$ cat src/rtl/l1_out_accum_pkg.sv
// Shared helpers for the L1 result path of the 4b multiplier cell.
//   - precision codes (PREC_4X4 / PREC_4X2 / PREC_2X2; code 2'b10 is illegal)
//   - lanes_t: four 16-bit lanes, lane 0 in the MSB position
//   - norm_prec: maps the illegal code onto 2x2
//   - lane_split: unpacks one 16-bit product word into zero-extended lanes
package l1_out_accum_pkg;

    localparam logic [1:0] PREC_4X4 = 2'b00;
    localparam logic [1:0] PREC_4X2 = 2'b01;
    localparam logic [1:0] PREC_2X2 = 2'b11;

    // Ascending index so that lane 0 sits at the MSB end of the flat vector.
    typedef logic [0:3][15:0] lanes_t;

    typedef enum logic {
        ST_IDLE,
        ST_ACCUM
    } acc_state_t;

    function automatic logic [1:0] norm_prec(input logic [1:0] prec);
        return (prec == 2'b10) ? PREC_2X2 : prec;
    endfunction

    function automatic lanes_t lane_split(input logic [1:0] prec, input logic [15:0] word);
        lanes_t l;
        l = '0;
        case (prec)
            PREC_4X4: l[0] = word;
            PREC_4X2: begin
                l[0] = {8'h00, word[15:8]};
                l[1] = {8'h00, word[7:0]};
            end
            default: begin
                // 2x2, and the illegal code which behaves as 2x2
                l[0] = {12'h000, word[15:12]};
                l[1] = {12'h000, word[11:8]};
                l[2] = {12'h000, word[7:4]};
                l[3] = {12'h000, word[3:0]};
            end
        endcase
        return l;
    endfunction

endpackage

$ cat src/rtl/l1_out_accum_lane_split.sv
// l1_lane_split: combinational wrapper around lane_split so the L2 side can
// reuse the same unpacking.
//   prec  in  2   precision code
//   word  in  16  packed product word
//   lanes out 64  four zero-extended 16-bit lanes, lane 0 in [63:48]
module l1_lane_split
    import l1_out_accum_pkg::*;
(
    input  logic [1:0]  prec,
    input  logic [15:0] word,
    output logic [63:0] lanes
);

    assign lanes = lane_split(prec, word);

endmodule

$ cat src/rtl/l1_out_accum.sv
// l1_out_accum: accumulates packed product words per lane over a window of
// ACC_LEN beats and presents the lane sums on a valid/ready output register.
//   clk       in   rising-edge clock
//   rst_n     in   asynchronous active-low reset
//   prec      in   precision code (00 4x4, 01 4x2, 11 2x2; 10 illegal)
//   flush     in   abort the window in progress
//   in_valid  in   product word valid
//   in_ready  out  product word can be accepted
//   in_data   in   16-bit packed product word
//   out_valid out  window result valid
//   out_ready in   downstream accepts the result
//   out_data  out  4 x ACC_WIDTH lane sums, lane 0 in the MSB field
//   out_prec  out  precision the result was accumulated with
module l1_out_accum
    import l1_out_accum_pkg::*;
#(
    parameter int ACC_LEN   = 16,
    parameter int ACC_WIDTH = 20
) (
    input  logic                   clk,
    input  logic                   rst_n,
    input  logic [1:0]             prec,
    input  logic                   flush,
    input  logic                   in_valid,
    output logic                   in_ready,
    input  logic [15:0]            in_data,
    output logic                   out_valid,
    input  logic                   out_ready,
    output logic [4*ACC_WIDTH-1:0] out_data,
    output logic [1:0]             out_prec
);

    localparam int CNT_W = (ACC_LEN > 1) ? $clog2(ACC_LEN) : 1;

    if (ACC_LEN < 1 || ACC_WIDTH < 16 + $clog2(ACC_LEN)) begin : g_bad_params
        $error("l1_out_accum: ACC_LEN must be >= 1 and ACC_WIDTH >= 16 + clog2(ACC_LEN)");
    end

    acc_state_t                  state;
    logic [1:0]                  win_prec;
    logic [CNT_W-1:0]            count;
    logic [0:3][ACC_WIDTH-1:0]   acc;
    logic [0:3][ACC_WIDTH-1:0]   sum;
    logic [1:0]                  eff_prec;
    logic [63:0]                 lanes_flat;
    lanes_t                      lanes;
    logic                        is_last;
    logic                        accept;

    // The first beat of a window splits with the live code (and latches it);
    // later beats use the latched window precision.
    assign eff_prec = (state == ST_IDLE) ? norm_prec(prec) : win_prec;

    l1_lane_split u_split (
        .prec  (eff_prec),
        .word  (in_data),
        .lanes (lanes_flat)
    );

    assign lanes = lanes_flat;

    // acc is zero whenever the FSM is idle, so acc + lane also covers the
    // first-beat load.
    always_comb begin
        sum = '0;
        for (int unsigned i = 0; i < 4; i++) begin
            sum[i] = acc[i] + ACC_WIDTH'(lanes[i]);
        end
    end

    // count is 0 in IDLE, so this also marks the single beat when ACC_LEN = 1.
    assign is_last  = (count == CNT_W'(ACC_LEN - 1));
    assign in_ready = rst_n && !flush && !(is_last && out_valid && !out_ready);
    assign accept   = in_valid && in_ready;

    always_ff @(posedge clk or negedge rst_n) begin
        if (!rst_n) begin
            state     <= ST_IDLE;
            win_prec  <= PREC_4X4;
            count     <= '0;
            acc       <= '0;
            out_valid <= 1'b0;
            out_data  <= '0;
            out_prec  <= PREC_4X4;
        end else begin
            if (out_valid && out_ready) begin
                out_valid <= 1'b0;
            end
            if (flush) begin
                state <= ST_IDLE;
                count <= '0;
                acc   <= '0;
            end else if (accept) begin
                if (is_last) begin
                    // A new result takes priority over the drain above, which
                    // gives same-cycle drain and refill.
                    out_valid <= 1'b1;
                    out_data  <= sum;
                    out_prec  <= eff_prec;
                    acc       <= '0;
                    count     <= '0;
                    state     <= ST_IDLE;
                end else begin
                    acc      <= sum;
                    count    <= count + 1'b1;
                    win_prec <= eff_prec;
                    state    <= ST_ACCUM;
                end
            end
        end
    end

    prec_legal: assert property (@(posedge clk) disable iff (!rst_n)
        (in_valid && in_ready) |-> (prec != 2'b10));

endmodule

$ cat config.mk
export PLATFORM = sky130hd
export DESIGN_NAME = l1_out_accum
export DESIGN_NICKNAME = d
export VERILOG_FILES = /design/src/rtl/l1_out_accum_pkg.sv /design/src/rtl/l1_out_accum_lane_split.sv /design/src/rtl/l1_out_accum.sv
export SDC_FILE = /design/constraint.sdc
export NUM_CORES = 1
export LEC_CHECK = 0
export ABC_AREA = 1
export ABC_CLOCK_PERIOD_IN_PS = 4000
export BUFFER_PORTS_ARGS = -buffer_cell sky130_fd_sc_hd__buf_2
export CORE_UTILIZATION = 65
export CTS_BUF_LIST = sky130_fd_sc_hd__clkbuf_4
export CTS_CLUSTER_SIZE = 25
export DETAILED_ROUTE_END_ITERATION = 10
export HOLD_SLACK_MARGIN = 0.12
export PLACE_DENSITY = 0.89
export SYNTH_ARGS = -nofsm -noshare
export SYNTH_HDL_FRONTEND = slang
export SYNTH_SLANG_ARGS = --single-unit
export TNS_END_PERCENT = 10
$ cat constraint.sdc
create_clock -name clk -period 4 [get_ports clk]
set_input_delay 0 -clock clk [delete_from_list [all_inputs] [get_ports clk]]
set_output_delay 0 -clock clk [all_outputs]
set_load 0.01 [all_outputs]
Yosys cells after proc, flatten, opt, wreduce, memory -nomap -nowiden:

Cells that the tools add are included.
Widths: inputs -> output; s select.

* flip-flop bits (word level): 170
* latch bits: 0
* RAM bits: 0
* memory bits (read-only): 0
* input bits: 23
* memories kept: 0

* add/subtract/negate cells: 5
* $mul: 0
* div/mod/pow operators: 0
* $lt $le $gt $ge: 0
* equal/unequal tests: 3
* shift-type cells: 0
* mux-type cells: 18
* bitwise gates (word level): 2
* reduce and logical (&&, ||, !) cells: 14

Operators by type and width (number)
* $mux 80: 3
* $add 20x16->20: 4
* $pmux 16 s2: 1
* $mux 20: 1
* $pmux 8 s2: 1
* $mux 4: 3
* $mux 1: 7
* $logic_and 1x1->1: 6
* $reduce_and 3->1: 2
* $add 4x1->4 const B: 1
* $eq 4x4->1 const B: 1
* $mux 2: 2
* $logic_not 1->1: 3
* $eq 2x1->1 const B: 1
* $eq 2x2->1 const B: 1
* $logic_not 2->1: 1
* $not 1->1: 2
* $reduce_bool 2->1: 1
* $reduce_or 2->1: 1

Longest topological paths before layout:

Gate-level depths: netlist of the first run.

* word-level depth: 10
* mapped depth: 18
* gate-level depth less buffers: 17

Cells and area by module:

A second synthesis of the first run with hierarchy kept.

* cell total of the unflattened synthesis: 1620
* area total of the unflattened synthesis: 11448.5 um2

By module, submodules not included
* l1_out_accum: times used 1, cells an instance 1508, area each 10860.4 um2
* l1_lane_split: times used 1, cells an instance 112, area each 588.1 um2

Worst setup path before layout of the first run:

Ideal clock, no wire load.

* path kind: register to register
* start: reg state
* end: reg acc[52] (netlist bit)
* library setup time: 131 ps
* arrival: 2547 ps
* required time: 3869 ps
* setup slack: 1323 ps
* stages on the path, launching flop included: 17
* period minus slack after synthesis: 2677 ps
* cells stage by stage: dfrtp_1 or2_2 o22ai_1 inv_1 nand2_1 buf_2 o22ai_1 ha_1 fa_1 nand2_1 nand2_1 nand3_1 nand2_1 nand2_1 nand2_1 nand3_1 o21ai_0

* longest elaborated chain between the ends: 7

RTL lines
* from (decl): line l1_out_accum.sv:39 `acc_state_t state;`
* from (signal assigned): line l1_out_accum.sv:78 `state <= ST_IDLE;`
* from (signal assigned): line l1_out_accum.sv:90 `state <= ST_IDLE;`
* from (signal assigned): line l1_out_accum.sv:102 `state <= ST_IDLE;`
* $mux 2 *: line l1_out_accum.sv:52 `assign eff_prec = (state == ST_IDLE) ? norm_prec(prec) : win_prec;`
* $eq 2x1->1 or $logic_not 2->1 (tied branches): line l1_out_accum_pkg.sv:27 `case (prec)`
* $pmux 8 s2 *: line l1_out_accum_pkg.sv:27
* $add 20x16->20 *: line l1_out_accum.sv:67 `sum[i] = acc[i] + ACC_WIDTH'(lanes[i]);`
* $mux 80 *: line l1_out_accum.sv:94 `if (is_last) begin`
* $mux 80 *: line l1_out_accum.sv:93 `end else if (accept) begin`
* $mux 80 *: line l1_out_accum.sv:89 `if (flush) begin`
* to (signal assigned): line l1_out_accum.sv:104 `acc <= sum;`
* to (decl): line l1_out_accum.sv:42 `logic [0:3][ACC_WIDTH-1:0] acc;`

Mark *: on every way between the ends. The rest lies on a longest branch, timed or not. The select of a mux whose other input is x is not followed.
A chain may end at the register's enable or synchronous reset.

Final worst setup path of the first run:

* start: reg state
* end: reg out_data[72]

* longest elaborated chain between the ends: 4

RTL lines
* $mux 2 *: line l1_out_accum.sv:52
* $eq 2x1->1 or $logic_not 2->1 (tied branches): line l1_out_accum_pkg.sv:27
* $pmux 16 s2 *: line l1_out_accum_pkg.sv:27
* $add 20x16->20 *: line l1_out_accum.sv:67
* to (signal assigned): line l1_out_accum.sv:98 `out_data <= sum;`
* to (decl): line l1_out_accum.sv:29 `output logic [4*ACC_WIDTH-1:0] out_data,`

Mark *: on every way between the ends. The rest lies on a longest branch, timed or not.

==> impl_metrics.csv, run 1 <==
group,metric,value,unit
status,status,"finished, final reports clean",
yosys,synth-seq-area-share,44.8,%
power_and_ir_drop,power_frac_comb,13.6,%
clocking,numCtsBuffers,17,
global_route,grt_util_all_layers,33.5,%
yosys,synthArstFlopShare,100,%
yosys,syn_inst,1248,
floorplanning,die_area,15100,um^2
routing,first_iter_violations,815,
final_layout,n_fill_cell,1087,
timing,tightest_slew,1.14,ns
placed_design,place.gp.congestion,0.987,
clocking,cts.sink_count,170,
clocking,clk_latency,0.60,ns
power_and_ir_drop,internal_power,2.26,mW
power_and_ir_drop,power,3.19,mW
timing,setup_viol,0,
clocking,cts-root-buf,"clkbuf_4",
flow_run,drv_cap,0,
global_route,grt-ovfl-total,0,
final_layout,syn_to_final_growth,10.4,%
power_and_ir_drop,p_leak,5.77,nW
timing,rsz0062_at_grt,"no",
power_and_ir_drop,seq_power_share,55.4,%
global_route,grt_pass1_wl,38.9,mm
routing,ant_nets,0,
timing,finalCritPeriodShare,89.7,%
setup_path,r2r_slack,0.41,ns
clocking,h-tree-depth,4,
placed_design,dp_hpwl,16.5,mm
yosys,yosysUniqueCellTypes,39,
placed_design,detailedPlace.worstSlack,0.366,ns
floorplanning,io_pins,107,
final_layout,drive_above_1_share,11.4,%
timing,tns,0,ns
power_and_ir_drop,ir_drop,179,uV
setup_path,cp.required,4.51,ns
routing,drc,0,
timing,max_slew_margin,23.7,%
yosys,netlist_area,9500,um^2
setup_path,crit_chain,"or2_2 > o21ai_1 > nand2_2 > o22ai_1 > a31oi_1 > ha_1 > fa_1 > nand3_1 > nand3_1 > nand2_1 > nand2_1 > nand2_1 > nand3b_1 > nand3_1 > nand2_1",
global_route,grtUsageMet3,6.23,%
setup_path,crit_path_start_kind,"flop",
routing,vias_per_cell,5.74,
placed_design,portBuffers,106,
timing,finalHoldViolCount,0,
setup_path,critPathSlowestCell,"o21ai_1",
power_and_ir_drop,clock_power_share,31.0,%
final_layout,diodes,0,
timing,fmax,279,MHz
global_route,busiest_layer,"met2",
clocking,clk_pin_slew,0.14,ns
timing,skew,0.0182,ns
global_route,grt_use_met2,55.7,%
yosys,syn_nets,1308,
clocking,cts_tree,"done",
floorplanning,start_util,67.4,%
setup_path,crit_type,"flop to flop",
routing,first_pass_iters,5,
timing,hold_slack,0.172,ns
yosys,synth-seq-cells,170,
yosys,synth_edf_count,0,
floorplanning,die_x,123,um
routing,wl_per_cell,15.4,um
timing,slew_violations,0,
setup_path,max_stage_delay,0.52,ns
final_layout,final_util,74.5,%
floorplanning,die_h,123,um
setup_path,crit_top_cell,"nand2_1",
setup_path,end_kind,"flop",
global_route,grt_antenna_before_repair,0,
routing,vias,8909,
final_layout,fin_nets,1418,
global_route,grt_use_met1,42.4,%
global_route,grt_pass1_vias,8379,
power_and_ir_drop,swShare,29.3,%
setup_path,arrival,4.10,ns
yosys,ys_warn_count,0,
floorplanning,core,14100,um^2
routing,drt_wl_total,23.9,mm
power_and_ir_drop,p_sw,0.933,mW
yosys,synth_ff_type,"dfrtp_1",
clocking,post_cts_buffers,0,
min_path,hold_path.class,"primary input to flop",
floorplanning,rows,43,
setup_path,path_max_fanout,16,
timing,min_period,3.59,ns
power_and_ir_drop,powerDensity,304,nW/um^2
timing,finalWorstSetupSlack,0.412,ns
yosys,syn_avg_cell_area,7.62,um^2
global_route,grt_max_degree,82,
clocking,cts_max_path_buffers,2,
==> synth_stat cells (3+ instances only) <==
cell type | instances | area [um^2]
a21o_1 | 4 | 30.0
a21oi_1 | 20 | 100
a31oi_1 | 4 | 25.0
buf_2 | 17 | 85.1
buf_4 | 3 | 22.5
buf_6 | 10 | 113
clkbuf_1 | 5 | 18.8
dfrtp_1 | 170 | 4250
fa_1 | 4 | 80.1
ha_1 | 33 | 413
inv_1 | 124 | 465
inv_2 | 3 | 11.3
nand2_1 | 431 | 1620
nand3_1 | 138 | 691
nand3b_1 | 17 | 128
nand4_1 | 14 | 87.6
nor2_1 | 74 | 278
nor3_1 | 11 | 55.1
o21ai_0 | 71 | 355
o21ai_1 | 20 | 100
o21bai_1 | 6 | 45.0
o22ai_1 | 23 | 144
xnor2_1 | 17 | 149
xor2_1 | 9 | 78.8
==> through the flow <==
stage                     cells  instance area (um^2)
after global routing       1551                 10500
after floorplan            1248                  9500
after CTS                  1551                 10500
after detailed placement   1502                 10000
final                      1551                 10500
after global placement     1502                 10000
==> final timing paths <==
check / from / end / cells past startpoint
setup / recovery: state / out_data[72] / 15
min in group asynchronous: rst_n / count[2] / 4
max in group asynchronous: rst_n / acc[36] / 5
setup reg to reg: state / out_data[72] / 15
hold / removal: in_data[9] / acc[69] / 7
hold reg to reg: out_data[29] / out_data[29] / 2
==> cells in the final DEF (no fill, tap or decap), types with 18 or more instances in the layout <==
cell / Yosys / routed
o21ai_0: 71 / 71
ha_1: 33 / 33
a21oi_1: 20 / 20
o21ai_1: 20 / 20
buf_2: 17 / 105
o22ai_1: 23 / 23
clkbuf_4: 0 / 18
nor2_1: 74 / 74
inv_1: 124 / 124
nand3_1: 138 / 138
dfrtp_1: 170 / 170
nand2_1: 431 / 430
==> per-layer routing <==
layer,share of wire (%),vias up
li1,-,4268
met4,3.6,0
met2,48,399
met1,42,4151
met5,0,-
met3,6.6,91
==> layout make-up <==
class                      instances  area, um^2  share of cell area [%]
clock buffer                      18         135                    1.29
clock inverter                    14         129                    1.23
sequential                       170        4250                    40.5
tap                              180         225                    2.15
inverter                         129         489                    4.66
timing repair buffer             129         762                    7.26
multi-input combinational        911        4500                    42.9
==> power groups by stage <==
stage	clock, mW	sequential, mW	combinational, mW
after floorplan	0	1.79	0.271
after global placement	0	1.80	0.383
after detailed placement	0	1.80	0.398
after CTS	0.991	1.77	0.417
after global routing	1.06	1.77	0.478
final	0.989	1.77	0.432
==> critical path: cells and delay by family (launching register included) <==
family                     cells  cell delay [ns]
and+or+nand+nor               10             1.48
DFF                            1             0.41
adders and majority gates      2             0.78
AOI/OAI and AO/OA              3             0.83
==> cells by family (layout without fill, tap and decap cells) <==
group	after synthesis	in the layout	synth area share, %
xor+xnor	26	26	2.40
compound gates	150	150	8.58
buf+inv	167	290	7.91
fa+ha+maj	37	37	5.19
flops	170	170	44.8
simple gates	698	698	31.2
==> sequential cells by signal (all words and copies together), names as in the netlist <==
name	cells
state	1
win_prec	2
count	4
acc	80
out_valid	1
out_prec	2
out_data	80
==> timing repair <==
item                                    4_1_cts  5_1_grt
resized for setup                             0        1
hold buffers                                 17        0
endpoints found under the hold margin       151        0
endpoints found under the setup margin        0        4
Power figures use the tool's default switching activity.
==> run 2, diff against run 1 <==
--- a/config.mk
+++ b/config.mk
@@ -6,14 +6,14 @@
 export NUM_CORES = 1
 export LEC_CHECK = 0
 export ABC_AREA = 1
-export ABC_CLOCK_PERIOD_IN_PS = 4000
+export ABC_CLOCK_PERIOD_IN_PS = 3920
 export BUFFER_PORTS_ARGS = -buffer_cell sky130_fd_sc_hd__buf_2
-export CORE_UTILIZATION = 65
+export CORE_UTILIZATION = 61
 export CTS_BUF_LIST = sky130_fd_sc_hd__clkbuf_4
 export CTS_CLUSTER_SIZE = 25
 export DETAILED_ROUTE_END_ITERATION = 10
 export HOLD_SLACK_MARGIN = 0.12
-export PLACE_DENSITY = 0.89
+export PLACE_DENSITY = 0.85
 export SYNTH_ARGS = -nofsm -noshare
 export SYNTH_HDL_FRONTEND = slang
 export SYNTH_SLANG_ARGS = --single-unit
==> constraint.sdc (replaced) <==
create_clock -name clk -period 3.92 [get_ports clk]
set_input_delay 0 -clock clk [delete_from_list [all_inputs] [get_ports clk]]
set_output_delay 0 -clock clk [all_outputs]
set_load 0.01 [all_outputs]
==> run 2 against run 1 <==
Die area grew 6.4%. Sequential share of layout area fell by 0.11 points. Wire length up 0.29%. Combinational power up 2%. Clock power shrank 5.0%. Highest routed layer unchanged. Clock-buffer cell count increased by 1. Global-route usage fell by 2.1 points. Largest power group unchanged. Utilization decreased by 5.2 points. Register-to-register slack worse by 0.02 ns. Via count down 0.94%. First-iteration DRC count shrank 11%. Worst setup slack lost 0.022 ns.
==> impl_metrics.csv, run 2 (synthesis gave the netlist of run 1 again) <==
group,metric,value,unit
status,status,"finished, final reports clean",
timing,hold_slack,0.188,ns
setup_path,end_kind,"flop",
setup_path,path_max_fanout,6,
floorplanning,die_x,127,um
floorplanning,start_util,62.5,%
final_layout,design_area,10500,um^2
clocking,clk_pin_slew,0.14,ns
floorplanning,die_h,127,um
power_and_ir_drop,power,3.18,mW
floorplanning,die_area,16100,um^2
floorplanning,io_pins,107,
timing,fmax,283,MHz
power_and_ir_drop,ir_drop,161,uV
timing,rsz0062_at_grt,"no",
global_route,grt-ovfl-total,0,
timing,finalHoldViolCount,0,
placed_design,numPlacedInstances,1512,
placed_design,portBuffers,106,
timing,slew_violations,0,
global_route,grt_pass1_vias,8417,
clocking,cts.sink_count,170,
routing,ant_nets,0,
placed_design,dp_hpwl,16.6,mm
timing,finalCritPeriodShare,90.1,%
min_path,hold_path.class,"primary input to flop",
power_and_ir_drop,p_leak,5.77,nW
final_layout,reg.largest.list,"acc: 80 flops, out_data: 80 flops, count: 4 flops",
flow_run,drv_cap,0,
global_route,grt_antenna_before_repair,1,
final_layout,fin_nets,1422,
routing,first_iter_violations,723,
timing,skew,0.0168,ns
clocking,numCtsBuffers,17,
timing,tns,0,ns
global_route,grt_max_degree,68,
timing,tightest_slew,0.835,ns
setup_path,crit_type,"flop to flop",
final_layout,syn_to_final_growth,10.7,%
clocking,cts-root-buf,"clkbuf_4",
clocking,clk_latency,0.59,ns
routing,drt_wl_total,24.0,mm
clocking,cts_max_path_buffers,2,
final_layout,final_common_cell,"nand2_1",
placed_design,placed_area,10100,um^2
floorplanning,rows,45,
final_layout,fin_cells,1563,
final_layout,drive_above_1_share,11.6,%
routing,vias_per_cell,5.65,
placed_design,place.gp.congestion,0.948,
routing,vias,8825,
placed_design,detailedPlace.worstSlack,0.786,ns
routing,wl_per_cell,15.3,um
clocking,cts_tree,"done",
routing,first_pass_iters,5,
timing,min_period,3.53,ns
global_route,grt_pass1_wl,39.7,mm
routing,drc,0,
timing,finalWorstSetupSlack,0.390,ns
timing,max_slew_margin,44.3,%
clocking,h-tree-depth,4,
floorplanning,core,15200,um^2
setup_path,cp.required,4.40,ns
setup_path,crit_path_start_kind,"flop",
final_layout,final_cell_mix,"430 x nand2_1, 170 x dfrtp_1, 138 x nand3_1",
final_layout,final_util,69.2,%
setup_path,arrival,4.01,ns
global_route,grt_util_all_layers,31.4,%
power_and_ir_drop,powerDensity,303,nW/um^2
timing,setup_viol,0,
==> run 2: repair_timing <==
| action | CTS | global route |
|---|---|---|
| gates resized for setup | 0 | 1 |
| hold buffers | 16 | 0 |
| setup buffers | 0 | 3 |
| setup endpoints to repair | 0 | 5 |
| hold endpoints to repair | 147 | 0 |
==> run 2: layout make-up <==
class                           instances  area [um^2]
Antenna cell                            1         2.50
Clock buffer                           19          143
Tap cell                              188          235
Timing Repair Buffer                  133          797
Sequential cell                       170         4250
Clock inverter                         12          101
Fill cell                            1248         4680
Inverter                              129          489
Multi-Input combinational cell        911         4500
==> run 2: power breakdown <==
part | leakage (nW) | total [mW] | internal [mW] | switching, mW
logic | 3.28 | 0.441 | 0.148 | 0.293
clock network | 0.120 | 0.940 | 0.319 | 0.621
registers | 2.36 | 1.80 | 1.78 | 0.0217
==> run 2: worst paths after layout <==
kind | endpoint | slack [ns] | cells past startpoint | start
worst max-delay path | acc[76] | 0.39 | 16 | state
worst min-delay path | out_data[65] | 0.19 | 6 | in_data[13]
worst max register to register | acc[76] | 0.39 | 16 | state
worst min register to register | out_data[48] | 0.49 | 2 | out_data[48]
max in group asynchronous | out_data[49] | 1.93 | 5 | rst_n
min in group asynchronous | count[2] | 0.47 | 4 | rst_n
==> run 2: metal layers <==
layer	share of wire [%]	up-vias	global-route usage (%)
met5	0	-	0
met4	3.4	0	14.4
met3	4.9	62	4.68
met2	49	320	53.1
met1	42	4164	40.1
li1	-	4279	-
==> run 2: critical path: stages (launching register included) <==
cell and delay (ns):
dfrtp_1 0.41, or2_2 0.29, o22ai_1 0.29, nand2_2 0.16, o22ai_1 0.15, a31oi_1 0.06
dlygate4sd3_1 0.57, ha_1 0.23, fa_1 0.46, nand3_1 0.10, nand3_1 0.11, nand2_1 0.08
nand2_1 0.13, nand2_1 0.12, nand3b_1 0.11, nand3_1 0.11, nand2_1 0.06
==> run 3, diff against run 2 <==
--- a/config.mk
+++ b/config.mk
@@ -5,7 +5,6 @@
 export SDC_FILE = /design/constraint.sdc
 export NUM_CORES = 1
 export LEC_CHECK = 0
-export ABC_AREA = 1
 export ABC_CLOCK_PERIOD_IN_PS = 3920
 export BUFFER_PORTS_ARGS = -buffer_cell sky130_fd_sc_hd__buf_2
 export CORE_UTILIZATION = 61
==> run 3 against run 2 <==
Combinational power is 2% higher. Wire length is 7.4% lower. Non-clock buffer count is 6 higher. First-iteration DRC count decreased by 0.28%. Fmax up 5.9%. Sequential share of layout area shrank 0.52 points. Hold slack worse by 0.011 ns. Global-route usage decreased by 2.4 points. Clock skew up 0.0079 ns. Flip-flop and latch count is the same. Final cell count fell by 13%. Final area grew 1.3%. Critical path type unchanged.
==> impl_metrics.csv, run 3 <==
group,metric,value,unit
floorplanning,core,15300,um^2
setup_path,arrival,3.80,ns
floorplanning,rows,45,
timing,slew_violations,0,
clocking,h-tree-depth,4,
setup_path,crit_type,"flop to flop",
timing,setup_viol,0,
flow_run,drv_cap,0,
yosys,synth-xor-area-share,5.94,%
timing,min_period,3.33,ns
final_layout,final_cell_mix,"191 x nand2_1, 170 x dfrtp_1, 118 x o21ai_0",
yosys,ys_warn_count,0,
placed_design,detailedPlace.worstSlack,0.429,ns
routing,first_pass_iters,7,
placed_design,place.gp.congestion,0.962,
routing,vias_per_cell,5.97,
clocking,clk_latency,0.59,ns
yosys,netlist_area,9580,um^2
global_route,grt_max_degree,87,
routing,drt_wl_total,22.2,mm
yosys,yosys.area.top_type_share,44.4,%
yosys,synthAdderAreaFrac,5.15,%
timing,finalCritPeriodShare,85.0,%
placed_design,dp_hpwl,15.2,mm
global_route,grt-ovfl-total,0,
timing,rsz0062_at_grt,"no",
clocking,cts_tree,"done",
floorplanning,die_area,16200,um^2
setup_path,crit_start,"state",
power_and_ir_drop,swShare,29.6,%
power_and_ir_drop,ir_drop,360,uV
power_and_ir_drop,seq_power_share,56.0,%
clocking,numCtsBuffers,17,
final_layout,fin_nets,1196,
final_layout,final_common_cell,"nand2_1",
power_and_ir_drop,internal_power,2.28,mW
min_path,hold_path.class,"primary input to flop",
clocking,cts.sink_count,170,
yosys,syn_avg_cell_area,9.19,um^2
floorplanning,io_pins,107,
routing,ant_nets,0,
setup_path,end_kind,"flop",
yosys,syn_nets,1102,
placed_design,portBuffers,106,
routing,wl_per_cell,16.3,um
setup_path,path_max_fanout,24,
yosys,yosysTopAreaCell,"dfrtp_1",
yosys,synth_top_family_by_area,"compound AO/OA/AOI/OAI gates",
power_and_ir_drop,clock_power_share,30.2,%
yosys,synth-seq-cells,170,
power_and_ir_drop,p_leak,5.15,nW
power_and_ir_drop,p_sw,0.958,mW
yosys,synth_ff_type,"dfrtp_1",
routing,drc,0,
setup_path,r2r-start,"state",
floorplanning,die_h,127,um
clocking,post_cts_buffers,0,
power_and_ir_drop,power_frac_comb,13.9,%
yosys,synthArstFlopShare,100,%
timing,finalWorstSetupSlack,0.588,ns
floorplanning,die_x,127,um
routing,vias,8130,
timing,tns,0,ns
timing,tightest_slew,0.910,ns
global_route,grt_util_all_layers,29.1,%
global_route,grt_antenna_before_repair,1,
yosys,synth_edf_count,0,
yosys,yosysUniqueCellTypes,73,
global_route,grt_pass1_vias,7663,
yosys,synth-seq-area-share,44.4,%
floorplanning,start_util,62.8,%
global_route,grt_pass1_wl,37.2,mm
setup_path,crit_path_start_kind,"flop",
clocking,clk_pin_slew,0.12,ns
clocking,cts_max_path_buffers,2,
routing,first_iter_violations,721,
final_layout,drive_above_1_share,16.2,%
status,status,"finished, final reports clean",
yosys,synth-compound-area-share,21.0,%
timing,finalHoldViolCount,0,
yosys,syn_inst,1042,
power_and_ir_drop,powerDensity,303,nW/um^2
final_layout,reg.largest.list,"acc: 80 flops, out_data: 80 flops, count: 4 flops",
yosys,synth_area_leaders,"dfrtp_1 44%, nand2_1 7.5%, o21ai_0 6.2%",
timing,skew,0.0246,ns
yosys,synthSimpleGateAreaFrac,17.8,%
setup_path,cp.required,4.39,ns
min_path,worstHoldStart,"in_data[11]",
final_layout,syn_to_final_growth,11.3,%
clocking,cts-root-buf,"clkbuf_4",
timing,max_slew_margin,39.4,%
yosys,yosys-top-cells-count,"191 x nand2_1, 170 x dfrtp_1, 118 x o21ai_0",
yosys,yosysMostFrequentCell,"nand2_1",
timing,fmax,300,MHz
yosys,muxShareOfSynthArea,1.55,%
==> run 3: cell types whose count changed in the layout (fill, tap and decap cells not counted), moves of 28 or more <==
cell and delta:
nand2_1 -239, inv_1 -106, xor2_1 +28, nor2_1 -36
a31oi_1 +39, nand3_1 -102, o21ai_0 +47
==> run 3: power by group through the flow <==
stage | clock network, mW | logic, mW | registers [mW]
2_1_floorplan | 0 | 0.277 | 1.84
3_3_place_gp | 0 | 0.410 | 1.84
3_5_place_dp | 0 | 0.423 | 1.84
4_1_cts | 0.990 | 0.443 | 1.81
5_1_grt | 1.06 | 0.498 | 1.82
6_report | 0.976 | 0.448 | 1.81
==> run 3: metrics by stage <==
| stage | hold WS (ns) | total power [mW] | cell area (um^2) | instances | utilization [%] |
|---|---|---|---|---|---|
| 2_1_floorplan | -0.296 | 2.12 | 9580 | 1042 | - |
| 5_1_grt | 0.144 | 3.37 | 10700 | 1361 | 69.9 |
| 6_report | 0.178 | 3.23 | 10700 | 1361 | 69.9 |
| 3_3_place_gp | -0.0474 | 2.25 | 10200 | 1307 | 66.7 |
| 3_5_place_dp | -0.0432 | 2.27 | 10200 | 1307 | 66.7 |
| 4_1_cts | 0.130 | 3.24 | 10700 | 1360 | 69.8 |
==> run 3: kinds of logic (layout without fill, tap and decap cells) <==
family,after synthesis,count (layout)
buffers and inverters,82,189
AND/OR/NAND/NOR,359,359
AO/OA/AOI/OAI,315,315
adder cells (fa/ha/maj),37,37
flip-flops,170,170
multiplexers,14,14
XOR/XNOR,65,65
other,0,1
==> run 3: final cells by class <==
type / instances / area [um^2]
repair buffers: 139 / 867
flip-flops and latches: 170 / 4250
clock buffers: 18 / 135
fillers: 1218 / 4600
clock inverters: 14 / 120
multi-input cells: 790 / 4950
well taps: 211 / 264
inverters: 18 / 67.6
diodes: 1 / 2.50
==> run 3: timing repair <==
action                                  in CTS  in global routing
hold buffers                                21                  0
hold endpoints to repair                   218                  0
resized for setup                            0                  1
endpoints found under the setup margin       0                  1
==> run 3: path summary, 6_finish.rpt <==
kind	to	slack, ns	depth (start not counted)
max	out_data[72]	0.59	11
min	out_data[43]	0.18	7
max reg2reg	out_data[72]	0.59	11
min reg2reg	out_data[44]	0.49	2
max in group asynchronous	out_data[58]	2.56	4
min in group asynchronous	acc[6]	0.50	4
==> run 3: worst max-delay path, stage by stage, from the launching register on <==
cell,delay [ns]
dfrtp_1,0.48
mux2i_1,0.30
buf_4,0.27
a31oi_1,0.14
ha_1,0.24
fa_1,0.46
a211oi_2,0.28
nor3_2,0.11
nor3_1,0.30
o21ai_0,0.17
xor2_1,0.19
mux2_2,0.28
==> run 3: layer usage <==
layer  GRT usage (%)  up-vias  part of all wire [%]
li1                -     3912                     -
met1            38.5     3921                    45
met2            47.6      254                    48
met3            5.57       43                   5.0
met4            10.8        0                   2.6
met5               0        -                     0
